==> src/rtl/io_run_ctrl.sv <==
// io_run_ctrl: memory-mapped run controller for a soft CPU.
//
// Decodes a small IO register window (selected by a[IO_BIT]) and generates the
// CPU clock enable in one of four modes: free-run, divided, single-step, paused.
// It also keeps a saturating executed-cycle counter, a LED register and a sticky
// end-of-program flag.
//
// Ports:
//   clk          system clock, all logic on the rising edge
//   reset        synchronous active-high reset
//   a, wd, we    CPU data address, store data, store strobe
//   rd           IO read data, combinational from a
//   is_io        a[IO_BIT]; used outside to gate the RAM write enable
//   sw           raw board switches (synchronised here)
//   step_key     raw single-step button, active-high (synchronised here)
//   endcontrol   CPU end-of-program flag
//   cpu_en       CPU clock enable
//   led          LED register
//   cycle_count  executed-cycle counter
//   done         sticky end-of-program flag
//
// Register map (offset a[4:2], only when is_io=1):
//   0 SW (RO), 1 LED (RW), 2 CYCLE (RO, write clears), 3 CTRL (RW, bits[1:0] mode),
//   4 STATUS (RO, bit0 done, bit1 step_pending), 5-7 read as 0.
module io_run_ctrl #(
    parameter int unsigned DATA_W   = 32,
    parameter int unsigned SW_W     = 10,
    parameter int unsigned LED_W    = 10,
    parameter int unsigned CNT_W    = 32,
    parameter int unsigned DIV      = 50000000,
    parameter int unsigned IO_BIT   = 8,
    parameter logic [1:0]  MODE_RST = 2'b00
) (
    input  logic              clk,
    input  logic              reset,
    input  logic [DATA_W-1:0] a,
    input  logic [DATA_W-1:0] wd,
    input  logic              we,
    output logic [DATA_W-1:0] rd,
    output logic              is_io,
    input  logic [SW_W-1:0]   sw,
    input  logic              step_key,
    input  logic              endcontrol,
    output logic              cpu_en,
    output logic [LED_W-1:0]  led,
    output logic [CNT_W-1:0]  cycle_count,
    output logic              done
);

    typedef enum logic [1:0] {
        ModeFree  = 2'b00,
        ModeDiv   = 2'b01,
        ModeStep  = 2'b10,
        ModePause = 2'b11
    } mode_e;

    localparam int unsigned      DivW      = (DIV > 1) ? $clog2(DIV) : 1;
    localparam logic [DivW-1:0]  DivMax    = DivW'(DIV - 1);
    localparam logic [CNT_W-1:0] CntMax    = {CNT_W{1'b1}};
    localparam logic [2:0]       OffSw     = 3'd0;
    localparam logic [2:0]       OffLed    = 3'd1;
    localparam logic [2:0]       OffCycle  = 3'd2;
    localparam logic [2:0]       OffCtrl   = 3'd3;
    localparam logic [2:0]       OffStatus = 3'd4;

    logic [SW_W-1:0]  sw_s1_q, sw_s2_q;
    logic             step_s1_q, step_s2_q, step_s3_q;
    mode_e            mode_q, mode_d;
    logic [DivW-1:0]  div_q, div_d;
    logic             step_pending_q, step_pending_d;
    logic             en_q, en_d;
    logic             done_q, done_d;
    logic [LED_W-1:0] led_q, led_d;
    logic [CNT_W-1:0] cnt_q, cnt_d;

    logic io_wr, wr_led, wr_cycle, wr_ctrl;
    logic step_edge, step_fire;
    logic unused_bits;

    assign is_io       = a[IO_BIT];
    // Reset forces the enable low in the same cycle, not just after the edge.
    assign cpu_en      = en_q & ~reset;
    assign led         = led_q;
    assign cycle_count = cnt_q;
    assign done        = done_q;
    assign unused_bits = ^{a, wd};

    // Register decode and next-state logic.
    always_comb begin
        io_wr    = we & is_io & cpu_en;
        wr_led   = io_wr & (a[4:2] == OffLed);
        wr_cycle = io_wr & (a[4:2] == OffCycle);
        wr_ctrl  = io_wr & (a[4:2] == OffCtrl);

        step_edge = step_s2_q & ~step_s3_q;
        step_fire = (mode_q == ModeStep) & step_pending_q;

        mode_d = wr_ctrl ? mode_e'(wd[1:0]) : mode_q;
        led_d  = wr_led ? wd[LED_W-1:0] : led_q;
        done_d = done_q | endcontrol;

        if (wr_ctrl || (div_q == DivMax)) begin
            div_d = '0;
        end else begin
            div_d = div_q + DivW'(1);
        end

        // Edges outside single-step mode are dropped; a pending step is consumed
        // by the enable pulse it produces.
        if (wr_ctrl) begin
            step_pending_d = 1'b0;
        end else if (step_edge && (mode_q == ModeStep)) begin
            step_pending_d = 1'b1;
        end else if (step_fire) begin
            step_pending_d = 1'b0;
        end else begin
            step_pending_d = step_pending_q;
        end

        // Enable for the next cycle is derived from next-state values so that a
        // CTRL write governs cpu_en from the very next cycle.
        en_d = 1'b0;
        case (mode_d)
            ModeFree:  en_d = 1'b1;
            ModeDiv:   en_d = (div_d == DivMax);
            ModeStep:  en_d = step_fire & ~wr_ctrl;
            default:   en_d = 1'b0;
        endcase
        if (done_d) begin
            en_d = 1'b0;
        end

        // Clear wins over increment; saturate instead of wrapping.
        cnt_d = cnt_q;
        if (wr_cycle) begin
            cnt_d = '0;
        end else if (cpu_en && !endcontrol && (cnt_q != CntMax)) begin
            cnt_d = cnt_q + CNT_W'(1);
        end
    end

    // IO read mux.
    always_comb begin
        rd = '0;
        if (is_io) begin
            case (a[4:2])
                OffSw:     rd = DATA_W'(sw_s2_q);
                OffLed:    rd = DATA_W'(led_q);
                OffCycle:  rd = DATA_W'(cnt_q);
                OffCtrl:   rd = DATA_W'(mode_q);
                OffStatus: rd = DATA_W'({step_pending_q, done_q});
                default:   rd = '0;
            endcase
        end
    end

    always_ff @(posedge clk) begin
        if (reset) begin
            sw_s1_q        <= '0;
            sw_s2_q        <= '0;
            step_s1_q      <= 1'b0;
            step_s2_q      <= 1'b0;
            step_s3_q      <= 1'b0;
            mode_q         <= mode_e'(MODE_RST);
            div_q          <= '0;
            step_pending_q <= 1'b0;
            en_q           <= 1'b0;
            done_q         <= 1'b0;
            led_q          <= '0;
            cnt_q          <= '0;
        end else begin
            sw_s1_q        <= sw;
            sw_s2_q        <= sw_s1_q;
            step_s1_q      <= step_key;
            step_s2_q      <= step_s1_q;
            step_s3_q      <= step_s2_q;
            mode_q         <= mode_d;
            div_q          <= div_d;
            step_pending_q <= step_pending_d;
            en_q           <= en_d;
            done_q         <= done_d;
            led_q          <= led_d;
            cnt_q          <= cnt_d;
        end
    end

endmodule

==> config.mk <==
export PLATFORM = sky130hd
export DESIGN_NAME = io_run_ctrl
export DESIGN_NICKNAME = d
export VERILOG_FILES = /design/src/rtl/io_run_ctrl.sv
export SDC_FILE = /design/constraint.sdc
export NUM_CORES = 1
export LEC_CHECK = 0
export ABC_AREA = 1
export ABC_CLOCK_PERIOD_IN_PS = 1700
export BUFFER_PORTS_ARGS = -buffer_cell sky130_fd_sc_hd__buf_2
export CELL_PAD_IN_SITES_DETAIL_PLACEMENT = 2
export CELL_PAD_IN_SITES_GLOBAL_PLACEMENT = 2
export CORE_ASPECT_RATIO = 1.25
export CORE_MARGIN = 2
export CORE_UTILIZATION = 24
export DETAILED_ROUTE_END_ITERATION = 12
export HOLD_SLACK_MARGIN = 0.05
export PLACE_DENSITY_LB_ADDON = 0.1
export SYNTH_ARGS = -nofsm -noshare
export SYNTH_HDL_FRONTEND = slang
export SYNTH_SLANG_ARGS = --single-unit
==> constraint.sdc <==
create_clock -name clk -period 1.7 [get_ports clk]
set_input_delay 0.17 -clock clk [delete_from_list [all_inputs] [get_ports clk]]
set_output_delay 0.17 -clock clk [all_outputs]
set_load 0.02 [all_outputs]
==> impl_metrics.tcl <==
set metrics [dict create \
    pin_count 156 \
    clock_path_buffers 2 \
    swShare_pct 29.0 \
    syn_nets 862 \
    drtIter0Drc 217 \
    synth.avg_cell_area_um2 6.38 \
    cp_top_family "simple AND/OR/NAND/NOR gates" \
    drive_gt1_share_pct 51.3 \
    grt_pass1_vias 7143 \
    path_clk_slew_ps 90 \
    violations "setup timing" \
    wl_um 27900 \
    die_w_um 133 \
    endpoint_kind "register" \
    cp_num_buf_inv 1 \
    grt_max_degree 33 \
    clock_skew_ps 11.3 \
    synthCells 781 \
    combPwrFrac_pct 7.9 \
    num_vias 6541 \
    maxSlewHeadroom_pct 34.7 \
    drc 0 \
    die_h_um 165 \
    final-setup-viol-count 40 \
    ir_drop_uv 434 \
    dr.pass1.iters 4 \
    dieArea_mm2 0.0219 \
    finalCritPeriodShare_pct 115 \
    ys_seq_area_share_pct 38.6 \
    clk_latency_ps 380 \
    netlist-cell-type-count 37 \
    design.core.area_mm2 0.0202 \
    max_stage_delay_ps 350 \
    finalSetupTns_ps -6080 \
    cts_tree "yes" \
    fin_total_pwr_uw 4940 \
    worst_pin_slew_ps 979 \
    cp_max_fo 5 \
    wl_per_cell_um 20.4 \
    p_int_uw 3510 \
    cts_buffers 9 \
    antenna_left 0 \
    cts_sinks 96 \
    syn_to_final_growth_pct 80.9 \
    num_antenna_cells 0 \
    p_seq_share_pct 46.5 \
    fillers 2273 \
    cpMaxStageDelayCell "dfxtp_1" \
    start_util_pct 24.6 \
    finalWeightedCongestion 0.861 \
    fin_crit_ps 1960 \
    gr-usage-all-layers_pct 22.6 \
    critPathLaunchType "register" \
    grt-ovfl-total 0 \
    fmax_ghz 0.509 \
    critical_path_class "register to register" \
    crit_arrival_ps 2230 \
    dpl_worst_slack_ps -415 \
    path_cells "nand2_1, nor3_1, nand2_1, nor2_4, nand2_4, buf_12, nand2_8, nor2_4, nand2_2, xor2_1, nor2_1" \
    antenna_found_initial 0 \
    avgViaCountPerCell 4.80 \
    clkPwrFrac_pct 45.6 \
    hpwl_um 17500 \
    power.switching_uw 1430 \
    synth_seq_cells 96 \
    rows 58 \
    drv_slew 0 \
    io_buffers 105 \
    cts_root_buffer "clkbuf_16" \
    drv_cap 0 \
    hp-class "input pin to register" \
    p_per_area_mw_per_mm2 548 \
    rsz0062_at_grt "true" \
    fin_nets 1170 \
    setup_ws_ps -263 \
    cp.required_ps 1960 \
    final-hold-violation-count 0 \
    grt_first_pass_wirelength_um 38300 \
    yosysWarnings 0 \
    status "complete, but fails checks" \
    htreeDepth 3 \
    p_leak_uw 0.00407 \
    netlist_area_mm2 0.00498 \
]
cells in the mapped netlist:
cell type / instances / area (µm²)
a21boi_2: 1 / 11.3
a21oi_1: 36 / 180
a21oi_2: 1 / 8.76
a221oi_1: 2 / 17.5
a31oi_1: 1 / 6.26
and3_1: 1 / 6.26
buf_2: 4 / 20.0
buf_4: 1 / 7.51
buf_6: 2 / 22.5
clkbuf_1: 16 / 60.1
clkinv_1: 2 / 7.51
dfxtp_1: 96 / 1920
ha_1: 2 / 25.0
inv_1: 118 / 443
inv_2: 1 / 3.75
nand2_1: 182 / 683
nand2_2: 3 / 18.8
nand3_1: 38 / 190
nand3b_1: 3 / 22.5
nand4_1: 14 / 87.6
nor2_1: 137 / 514
nor2_2: 2 / 12.5
nor2_4: 1 / 11.3
nor3_1: 47 / 235
nor3_2: 3 / 30.0
nor3b_1: 2 / 15.0
nor3b_2: 1 / 12.5
nor4_1: 2 / 12.5
o2111ai_1: 1 / 8.76
o211ai_1: 8 / 60.1
o21ai_0: 29 / 145
o21ai_1: 4 / 20.0
o21bai_1: 3 / 22.5
o22ai_1: 2 / 12.5
or2_2: 1 / 6.26
xnor2_1: 2 / 17.5
xor2_1: 12 / 105
layout by cell type, fill, tap and decap left out, types with 8 or more instances in the layout:
cell / count
a21oi_1: 19
a21oi_2: 17
buf_2: 99
buf_4: 172
buf_6: 26
clkbuf_16: 10
dfxtp_1: 67
dfxtp_2: 22
dlygate4sd3_1: 11
inv_1: 106
inv_2: 8
nand2_1: 128
nand2_2: 41
nand2_4: 15
nand3_1: 21
nand3_2: 11
nand4_1: 14
nor2_1: 82
nor2_2: 31
nor2_4: 27
nor3_1: 34
nor3_2: 8
nor3_4: 8
o211ai_1: 8
o21ai_0: 14
o21ai_2: 12
xor2_1: 11
cell families (layout without fill, tap and decap cells):
kind of cell	after synthesis	count (layout)	synth area share [%]
buffers and inverters	144	456	11.3
DFF	96	96	38.6
and+or+nand+nor	437	438	37.3
adders and majority gates	2	2	0.502
xor gates and xnor gates	14	14	2.46
AOI/OAI and AO/OA	88	88	9.89
power groups by stage:
| stage | clock [µW] | combinational (µW) | sequential (µW) |
|---|---|---|---|
| after floorplan | 0 | 134 | 2350 |
| after global placement | 0 | 256 | 2350 |
| after detailed placement | 0 | 269 | 2350 |
| after CTS | 2270 | 365 | 2300 |
| after global routing | 2370 | 423 | 2300 |
| final | 2250 | 390 | 2300 |
worst paths after layout:
path,depth (start not counted),endpoint,slack (ps),startpoint
worst max-delay path,11,cycle_count[14],-260,cycle_count[30]
worst min-delay path,3,led[3],50,wd[3]
worst max register to register,11,cycle_count[14],-260,cycle_count[30]
worst min register to register,2,sw_s2_q[0],410,sw_s1_q[0]
worst min-delay path, stage by stage:
cell and delay, ps:
buf_2 70, o21ai_0 70, nor2_1 80
metal layers:
layer  global-route usage (%)  up-vias  part of all wire, %
met4                     8.70        0                  4.3
met3                     2.56       72                  3.0
met2                     46.8      158                   57
met1                     22.8     3232                   36
met5                        0        -                    0
li1                         -     3079                    -
per-stage QoR:
stage                     utilization [%]  hold WS (ps)  std cells  area, µm²
after floorplan                         -           277        781       4990
after global placement               34.4           372       1294       6970
after detailed placement             34.4           381       1294       6970
after CTS                            40.9          52.7       1349       8280
after global routing                 44.5          66.4       1364       9020
final                                44.5          53.2       1364       9020
timing repair:
| action | in CTS | in global routing |
|---|---|---|
| pin swaps | 62 | 78 |
| resized for setup | 185 | 177 |
| endpoints found under the hold margin | 11 | 0 |
| gates cloned | 5 | 1 |
| buffers inserted | 24 | 23 |
| setup endpoints to repair | 60 | 70 |
| hold buffers | 11 | 0 |
layout make-up:
type                    count  area [µm²]  share of cell area, %
clock buffers               9         225                   2.50
well taps                 270         338                   3.75
multi-input cells         542        3500                   38.8
flip-flops and latches     96        1980                   21.9
inverters                 121         474                   5.26
repair buffers            319        2410                   26.8
clock inverters             7        91.3                   1.01
sequential cells by signal, summed over array words and instances, names as in the netlist:
register	flops
step_pending_q	1
step_s2_q	1
step_s3_q	1
sw_s2_q	10
mode_q	2
en_q	1
step_s1_q	1
div_q	26
cycle_count	32
done	1
led	10
sw_s1_q	10
Power figures use the tool's default switching activity.
